File: src/rtl/rr_mux4_pkg.sv
`default_nettype none
// ============================================================================
// Module : rr_mux4_pkg
// Brief  : Shared types, sizes and the round-robin pick helper for rr_mux4.
// Rev    : 1.0  initial release
// ============================================================================
package rr_mux4_pkg;

  localparam int NUM_REQ = 4;
  localparam int IDX_W   = 2;

  typedef logic [IDX_W-1:0] req_idx_t;

  typedef struct packed {
    logic     found;
    req_idx_t idx;
  } pick_t;

  // Scans from the farthest offset down so the nearest requester to ptr wins.
  function automatic pick_t rr_pick(input logic [NUM_REQ-1:0] req,
                                    input req_idx_t           ptr);
    pick_t    r;
    req_idx_t c;
    r = '0;
    for (int k = NUM_REQ - 1; k >= 0; k--) begin
      c = ptr + req_idx_t'(k);
      if (req[c]) begin
        r.found = 1'b1;
        r.idx   = c;
      end
    end
    return r;
  endfunction

endpackage
`default_nettype wire

File: src/rtl/mux2.sv
`default_nettype none
// ============================================================================
// Module : mux2
// Brief  : W-bit 2:1 multiplexer.
// Rev    : 1.0  initial release
// ============================================================================
module mux2 #(
  parameter int W = 4
) (
  input  logic [W-1:0] a,
  input  logic [W-1:0] b,
  input  logic         sel,
  output logic [W-1:0] y
);

  assign y = sel ? b : a;

endmodule
`default_nettype wire

File: src/rtl/mux4.sv
`default_nettype none
// ============================================================================
// Module : mux4
// Brief  : W-bit 4:1 multiplexer built as a tree of 2:1 muxes.
// Rev    : 1.0  initial release
// ============================================================================
module mux4 #(
  parameter int W = 4
) (
  input  logic [W-1:0] d0,
  input  logic [W-1:0] d1,
  input  logic [W-1:0] d2,
  input  logic [W-1:0] d3,
  input  logic [1:0]   sel,
  output logic [W-1:0] y
);

  logic [W-1:0] w_lo;
  logic [W-1:0] w_hi;

  mux2 #(.W(W)) u_lo  (.a(d0),   .b(d1),   .sel(sel[0]), .y(w_lo));
  mux2 #(.W(W)) u_hi  (.a(d2),   .b(d3),   .sel(sel[0]), .y(w_hi));
  mux2 #(.W(W)) u_top (.a(w_lo), .b(w_hi), .sel(sel[1]), .y(y));

endmodule
`default_nettype wire

File: src/rtl/rr_grant_4.sv
`default_nettype none
// ============================================================================
// Module : rr_grant_4
// Brief  : Combinational round-robin pick of one of four requesters.
// Rev    : 1.0  initial release
// ============================================================================
module rr_grant_4
  import rr_mux4_pkg::*;
(
  input  logic [NUM_REQ-1:0] req,
  input  req_idx_t           ptr,
  output req_idx_t           winner,
  output logic               any_req
);

  pick_t w_pick;

  always_comb begin
    w_pick = rr_pick(req, ptr);
  end

  assign winner  = w_pick.idx;
  assign any_req = w_pick.found;

endmodule
`default_nettype wire

File: src/rtl/rr_mux4_arbiter.sv
`default_nettype none
// ============================================================================
// Module : rr_mux4_arbiter
// Brief  : Round-robin arbiter driving a shared 4:1 mux into a one-entry
//          valid/ready output slot.
// Rev    : 1.0  initial release
// ============================================================================
module rr_mux4_arbiter
  import rr_mux4_pkg::*;
#(
  parameter int W = 4
) (
  input  logic               clk,
  input  logic               rst,
  input  logic [NUM_REQ-1:0] req,
  input  logic [W-1:0]       d0,
  input  logic [W-1:0]       d1,
  input  logic [W-1:0]       d2,
  input  logic [W-1:0]       d3,
  output logic [NUM_REQ-1:0] ack,
  output logic               out_valid,
  output logic [W-1:0]       out_data,
  output logic [IDX_W-1:0]   out_src,
  input  logic               out_ready
);

  req_idx_t     r_ptr;
  req_idx_t     w_winner;
  logic         w_any;
  logic         w_can_load;
  logic         w_load;
  logic [W-1:0] w_mux_data;

  rr_grant_4 u_grant (
    .req     (req),
    .ptr     (r_ptr),
    .winner  (w_winner),
    .any_req (w_any)
  );

  mux4 #(.W(W)) u_mux (
    .d0  (d0),
    .d1  (d1),
    .d2  (d2),
    .d3  (d3),
    .sel (w_winner),
    .y   (w_mux_data)
  );

  // The slot can take a new word when empty or when it is drained this cycle.
  assign w_can_load = !out_valid || out_ready;
  assign w_load     = w_can_load && w_any;
  assign ack        = (w_load && !rst) ?
                      ({{(NUM_REQ-1){1'b0}}, 1'b1} << w_winner) : '0;

  always_ff @(posedge clk or posedge rst) begin
    if (rst) begin
      out_valid <= 1'b0;
      out_data  <= '0;
      out_src   <= '0;
      r_ptr     <= '0;
    end else if (w_load) begin
      out_valid <= 1'b1;
      out_data  <= w_mux_data;
      out_src   <= w_winner;
      r_ptr     <= req_idx_t'(w_winner + 1'b1);
    end else if (out_ready) begin
      out_valid <= 1'b0;
    end
  end

endmodule
`default_nettype wire

File: config.mk
export PLATFORM = sky130hd
export DESIGN_NAME = rr_mux4_arbiter
export DESIGN_NICKNAME = d
export VERILOG_FILES = /design/src/rtl/rr_mux4_pkg.sv /design/src/rtl/mux2.sv /design/src/rtl/mux4.sv /design/src/rtl/rr_grant_4.sv /design/src/rtl/rr_mux4_arbiter.sv
export SDC_FILE = /design/constraint.sdc
export NUM_CORES = 1
export LEC_CHECK = 0
export ABC_AREA = 1
export CAP_MARGIN = 20
export CORE_ASPECT_RATIO = 0.7
export CORE_MARGIN = 5
export CORE_UTILIZATION = 42
export DETAILED_ROUTE_END_ITERATION = 12
export PLACE_DENSITY = 0.89
export SLEW_MARGIN = 25
export SYNTH_ARGS = -nofsm -noshare
export SYNTH_HDL_FRONTEND = slang
export SYNTH_SLANG_ARGS = --single-unit
File: constraint.sdc
create_clock -name clk -period 2.04 [get_ports clk]
set_input_delay 0.408 -clock clk [delete_from_list [all_inputs] [get_ports clk]]
set_output_delay 0.408 -clock clk [all_outputs]
set_load 0.1 [all_outputs]
Word level (Yosys, flattened, before mapping)
Index checks and enable logic that the tools add are counted. W data, S select, Z words.

Register bits: 9. Bits of input ports: 23. Output and inout bits: 11. Word-level logic and storage cells: 37.

$add $sub $neg: 4. Order comparisons: 4. Shifts and indexed selects: 1. Multiplexer cells: 18. Reductions and logical operators: 6.

Operators with widths (count): $mux W4 (4); $lt A2 B3 Y1 const B (4); $mux W3 (4); $bmux W1 S2 (4); $mux W1 (6); $add A2 B1 Y2 const B (2); $add A2 B2 Y2 const B (2); $shl A1 B2 Y4 const A (1); $logic_and A1 B1 Y1 (2); $logic_not A1 Y1 (2); $reduce_bool A2 Y1 (1); $logic_or A1 B1 Y1 (1).

Depth between registers and ports, before layout
Word-level depth: 10. Depth in mapped cells: 16. Depth with buffers taken out: 14.

Modules after synthesis
Synthesis repeated with hierarchy kept, for this count alone.

Cells, all modules: 136. Area, all modules: 815.8 µm².

By module, submodules not included: rr_mux4_arbiter (times used 1, cells an instance 55, area an instance 476.7 µm², seq. area each 225.2 µm²); rr_grant_4 (times used 1, cells an instance 42, area an instance 192.7 µm², seq. area each 0.0 µm²); mux2 (times used 3, cells an instance 13, area an instance 48.8 µm², seq. area each 0.0 µm²).

Least setup slack after synthesis
No wires, ideal clock.

Path type: register to output. From: register out_valid. To: output ack[0]. Data arrival time: 3.425 ns. Data required time: 1.632 ns. Path slack: -1.793 ns. Stages on the path, launching flop included: 6. Buffers on the path: 0. Cell sequence: dfrtp_1 -> nand2_1 -> nand2_2 -> clkinv_1 -> nand2_1 -> nor3_1.

Cells in the longest elaborated chain, start to end: 5.

RTL lines: from (decl) (line rr_mux4_arbiter.sv:21) `output logic out_valid,`; from (signal assigned) (line rr_mux4_arbiter.sv:58) `out_valid <= 1'b0;`; from (signal assigned) (line rr_mux4_arbiter.sv:63) `out_valid <= 1'b1;`; from (signal assigned) (line rr_mux4_arbiter.sv:68) `out_valid <= 1'b0;`; $logic_not A1 Y1 (line rr_mux4_arbiter.sv:51) `assign w_can_load = !out_valid || out_ready;`; $logic_or A1 B1 Y1 (line rr_mux4_arbiter.sv:51); $logic_and A1 B1 Y1 (line rr_mux4_arbiter.sv:52) `assign w_load = w_can_load && w_any;`; $logic_and A1 B1 Y1 (line rr_mux4_arbiter.sv:53) `assign ack = (w_load && !rst) ?`; $mux W4 (line rr_mux4_arbiter.sv:53); to (decl) (line rr_mux4_arbiter.sv:20) `output logic [NUM_REQ-1:0] ack,`.

No other way between the ends.

Final worst setup path
From: register r_ptr[0]. To: output ack[2].

Cells in the longest elaborated chain, start to end: 10.

RTL lines: from (decl) (line rr_mux4_arbiter.sv:27) `req_idx_t r_ptr;`; from (signal assigned) (line rr_mux4_arbiter.sv:66) `r_ptr <= req_idx_t'(w_winner + 1'b1);`; $add A2 B2 Y2 (line rr_mux4_pkg.sv:26) `c = ptr + req_idx_t'(k);`; $bmux W1 S2 (line rr_mux4_pkg.sv:27) `if (req[c]) begin`; $mux W1 (not written as such) (line rr_mux4_pkg.sv:27); $mux W3 (3 in series) (line rr_mux4_pkg.sv:27); $mux W3 (*) (line rr_mux4_pkg.sv:27); $logic_and A1 B1 Y1 (line rr_mux4_arbiter.sv:52); $logic_and A1 B1 Y1 (line rr_mux4_arbiter.sv:53); $mux W4 (*) (line rr_mux4_arbiter.sv:53).

Every way passes the cells marked *; elsewhere a longest branch is shown, timed or not. The select of a mux whose other input is x is not followed.

==> impl_results.md <==
- DRT iter0 DRCs: 85
- Die height: 46.7 µm
- Predominant post-synthesis flop cell: dfrtp_1
- Fin nets: 210
- Post-Syn Area: between 800 and 900 µm²
- GRT overflow: 0
- Post-Place Cells: just under 200
- Worst hold start: out_data[3]
- Area contributors post-synth: dfrtp_1, nand2_1, nand3_1
- Failing checks: setup timing
- Crit path from: r_ptr[0]
- Placed Area: 0.00136 mm²
- ANT cells: 0
- Syn avg cell area: approximately 6.3 µm²
- Final Skew: around 0.0047 ns
- Largest net degree at the start of global routing: 10
- MaxCap Viol Count: 0
- Top cells by count, synth: nand2_1, nand3_1, inv_1, nand2_2, dfrtp_1
- Worst Tran Pin Value: 0.280 ns
- Worst min-delay path class: reg2reg
- Vias in the first global route: around 1.1k
- Vias per cell: approximately 5.5
- Synth Warn #: 0
- Startpoint types: flop
- Final Instance Area: 0.00161 mm²
- Unrepaired setup endpoints after global routing: yes
- Starting density of the core: between 40% and 50%
- Post-synth EDFFs: 0
- Register area share after synthesis: between 20% and 30%
- Levels on crit path: 13
- Final period util: 116%
- CTS sink cnt: 9
- Number of vias in the routed layout: 1,145
- Final hold vios: 0
- Worst Path Arrival: 1.96 ns
- Gr usage total: approximately a fifth
- CP peak stage delay: between 0.4 and 0.5 ns
- Crit path cell chain: buf_12 > clkinv_8 > nand2_2 > nand2_2 > nand3_2 > nand2_1 > nand2_1 > nand3_2 > nand2_4 > inv_4 > nand2_4 > nor2_4 > buf_12
- Finished Layout Cells: approximately 210
- Worst path required time: between 1.5 and 2 ns
- Fraction of registers with async set/reset: 100%
- Fillers: 92
- Min Tclk post-route: around 2.4 ns
- Crit path kind: reg2out
- First-pass GRT wire length: approximately 4.7 mm
- Post-synth top area share: about 28%
- Die ar.: 0.00292 mm²
- CP bufs+invs: 4
- Clk_lat worst skew: 0.26 ns
- Dpl hpwl: around 2.0 mm
- Drt wl/cell: around 18 µm
- Library cells used by synthesis: 20
- Hold_ws: slightly below 0.5 ns
- Core box area: between 0.0015 and 0.002 mm²
- Clock Path Buffers: 2
- Post-Synthesis Cells: between 100 and 150
- # DRC: 0
- Register-to-register setup slack: roughly 0.070 ns
- TritonCTS clock tree: built
- Rel. slew slack: 81.5%
- Max frequency: roughly 420 MHz
- CTS HTree Levels: 1
- Post-route ant nets: 0
- Syn_nets: ~150
- R2R depth: 16
- Final worst slack: -0.331 ns
- Delay-heaviest family, CP: simple AND/OR/NAND/NOR gates
- CP endpoint: ack[2]
- Critical Path End Type: output pin
- Status: finished, violations left
- Setup-failing EPs final: 4
- Die width: 62.4 µm
- Clock-pin slew on the worst setup and hold paths: about 0.060 ns
- CP Max Fanout: 6
- Num CTS Buffers: 3
- R2R Path Start: r_ptr[0]
- Initial antenna violation count: 0
- DRT Wirelength: approximately 3.7 mm
- Detailed Routing Iterations Pass 1: 4
- Port Buffers: 33
- Total I/O pin count: 34
- Share of cells above drive strength 1: between 40 and 50%
- # hold bufs at CTS: 0
- Slowest-stage cell, CP: dfrtp_2
- GP Congestion: 0.782
- Yosys reg bits: 9
- CTS root buf: clkbuf_4
- Area Growth Syn to Fin: 99.7%
- Most numerous cell in the Yosys netlist: nand2_1
- Num rows: 13
- Worst R2R End: out_data[1]
- Synth area leader: dfrtp_1
- Pins Over Slew Limit: 0
## sequential cells by signal (all words and copies together), names as in the netlist
name / count
out_data: 4
out_valid: 1
out_src: 2
r_ptr: 2
## layout make-up
type                    instances  area [µm²]  area share, %
repair buffers                 56         537           33.3
multi-input cells             100         698           43.3
inverters                      17        96.3           5.97
clock buffers                   4        26.3           1.63
flip-flops and latches          9         229           14.2
well taps                      22        27.5           1.71
## layout by cell type (no fill, tap or decap), types with 5 or more instances in the layout
cell / instances
buf_4: 28
nand2_2: 13
buf_12: 5
nand3_4: 6
clkdlybuf4s50_1: 18
dfrtp_1: 6
inv_1: 9
nand2_4: 8
nand3_1: 8
nand2_1: 41
## stage by stage
stage	worst slack [ns]	utilization, %	setup TNS [ns]
2_1_floorplan	-0.381	-	-1.19
3_3_place_gp	-0.424	73.9	-1.89
3_5_place_dp	-0.498	73.9	-2.59
4_1_cts	-0.286	81.1	-1.13
5_1_grt	-0.417	87.8	-1.54
6_report	-0.331	87.8	-1.23
## cells by family after synthesis
group | count (synthesis) | synth area share, %
and+or+nand+nor | 96 | 57.3
buffers and inverters | 19 | 11.5
DFF | 9 | 27.9
AOI/OAI and AO/OA | 4 | 3.41
## worst min path at each step
stage                             end  depth (start not counted)  slack, ns
after global placement    out_data[2]                          2       0.46
after floorplan           out_data[0]                          1       0.30
final                     out_data[3]                          2       0.48
after detailed placement  out_data[3]                          2       0.47
after global routing      out_data[0]                          2       0.53
after CTS                 out_data[3]                          2       0.49
## worst register-to-register path, cell delays in order, from the launching register on
cell and delay, ns:
dfrtp_2 0.39, buf_12 0.14, clkinv_8 0.07, nand2_4 0.08, nand3_4 0.09, nand3_2 0.10, nand2_1 0.06, nand2_1 0.08
nand3_2 0.10, nand2_4 0.12, inv_4 0.06, buf_4 0.13, buf_4 0.14, nand2_1 0.07, nand2_1 0.06, nand2_1 0.07
nand2_1 0.07
## per-layer routing
layer	track usage (%)	up-vias	share of wire, %
met5	0	-	0
met4	15.7	0	4.8
met3	4.15	22	8.1
met1	24.7	526	38
met2	35.3	79	49
li1	-	518	-
## what timing repair did
item | in CTS | in global routing
pin swaps | 21 | 19
buffers inserted | 4 | 4
gates cloned | 0 | 0
gates resized for setup | 25 | 20
endpoints found under the setup margin | 4 | 4
Power is not shown: default switching activity piles up to over one toggle a cycle in this logic, so the estimate is an artifact.
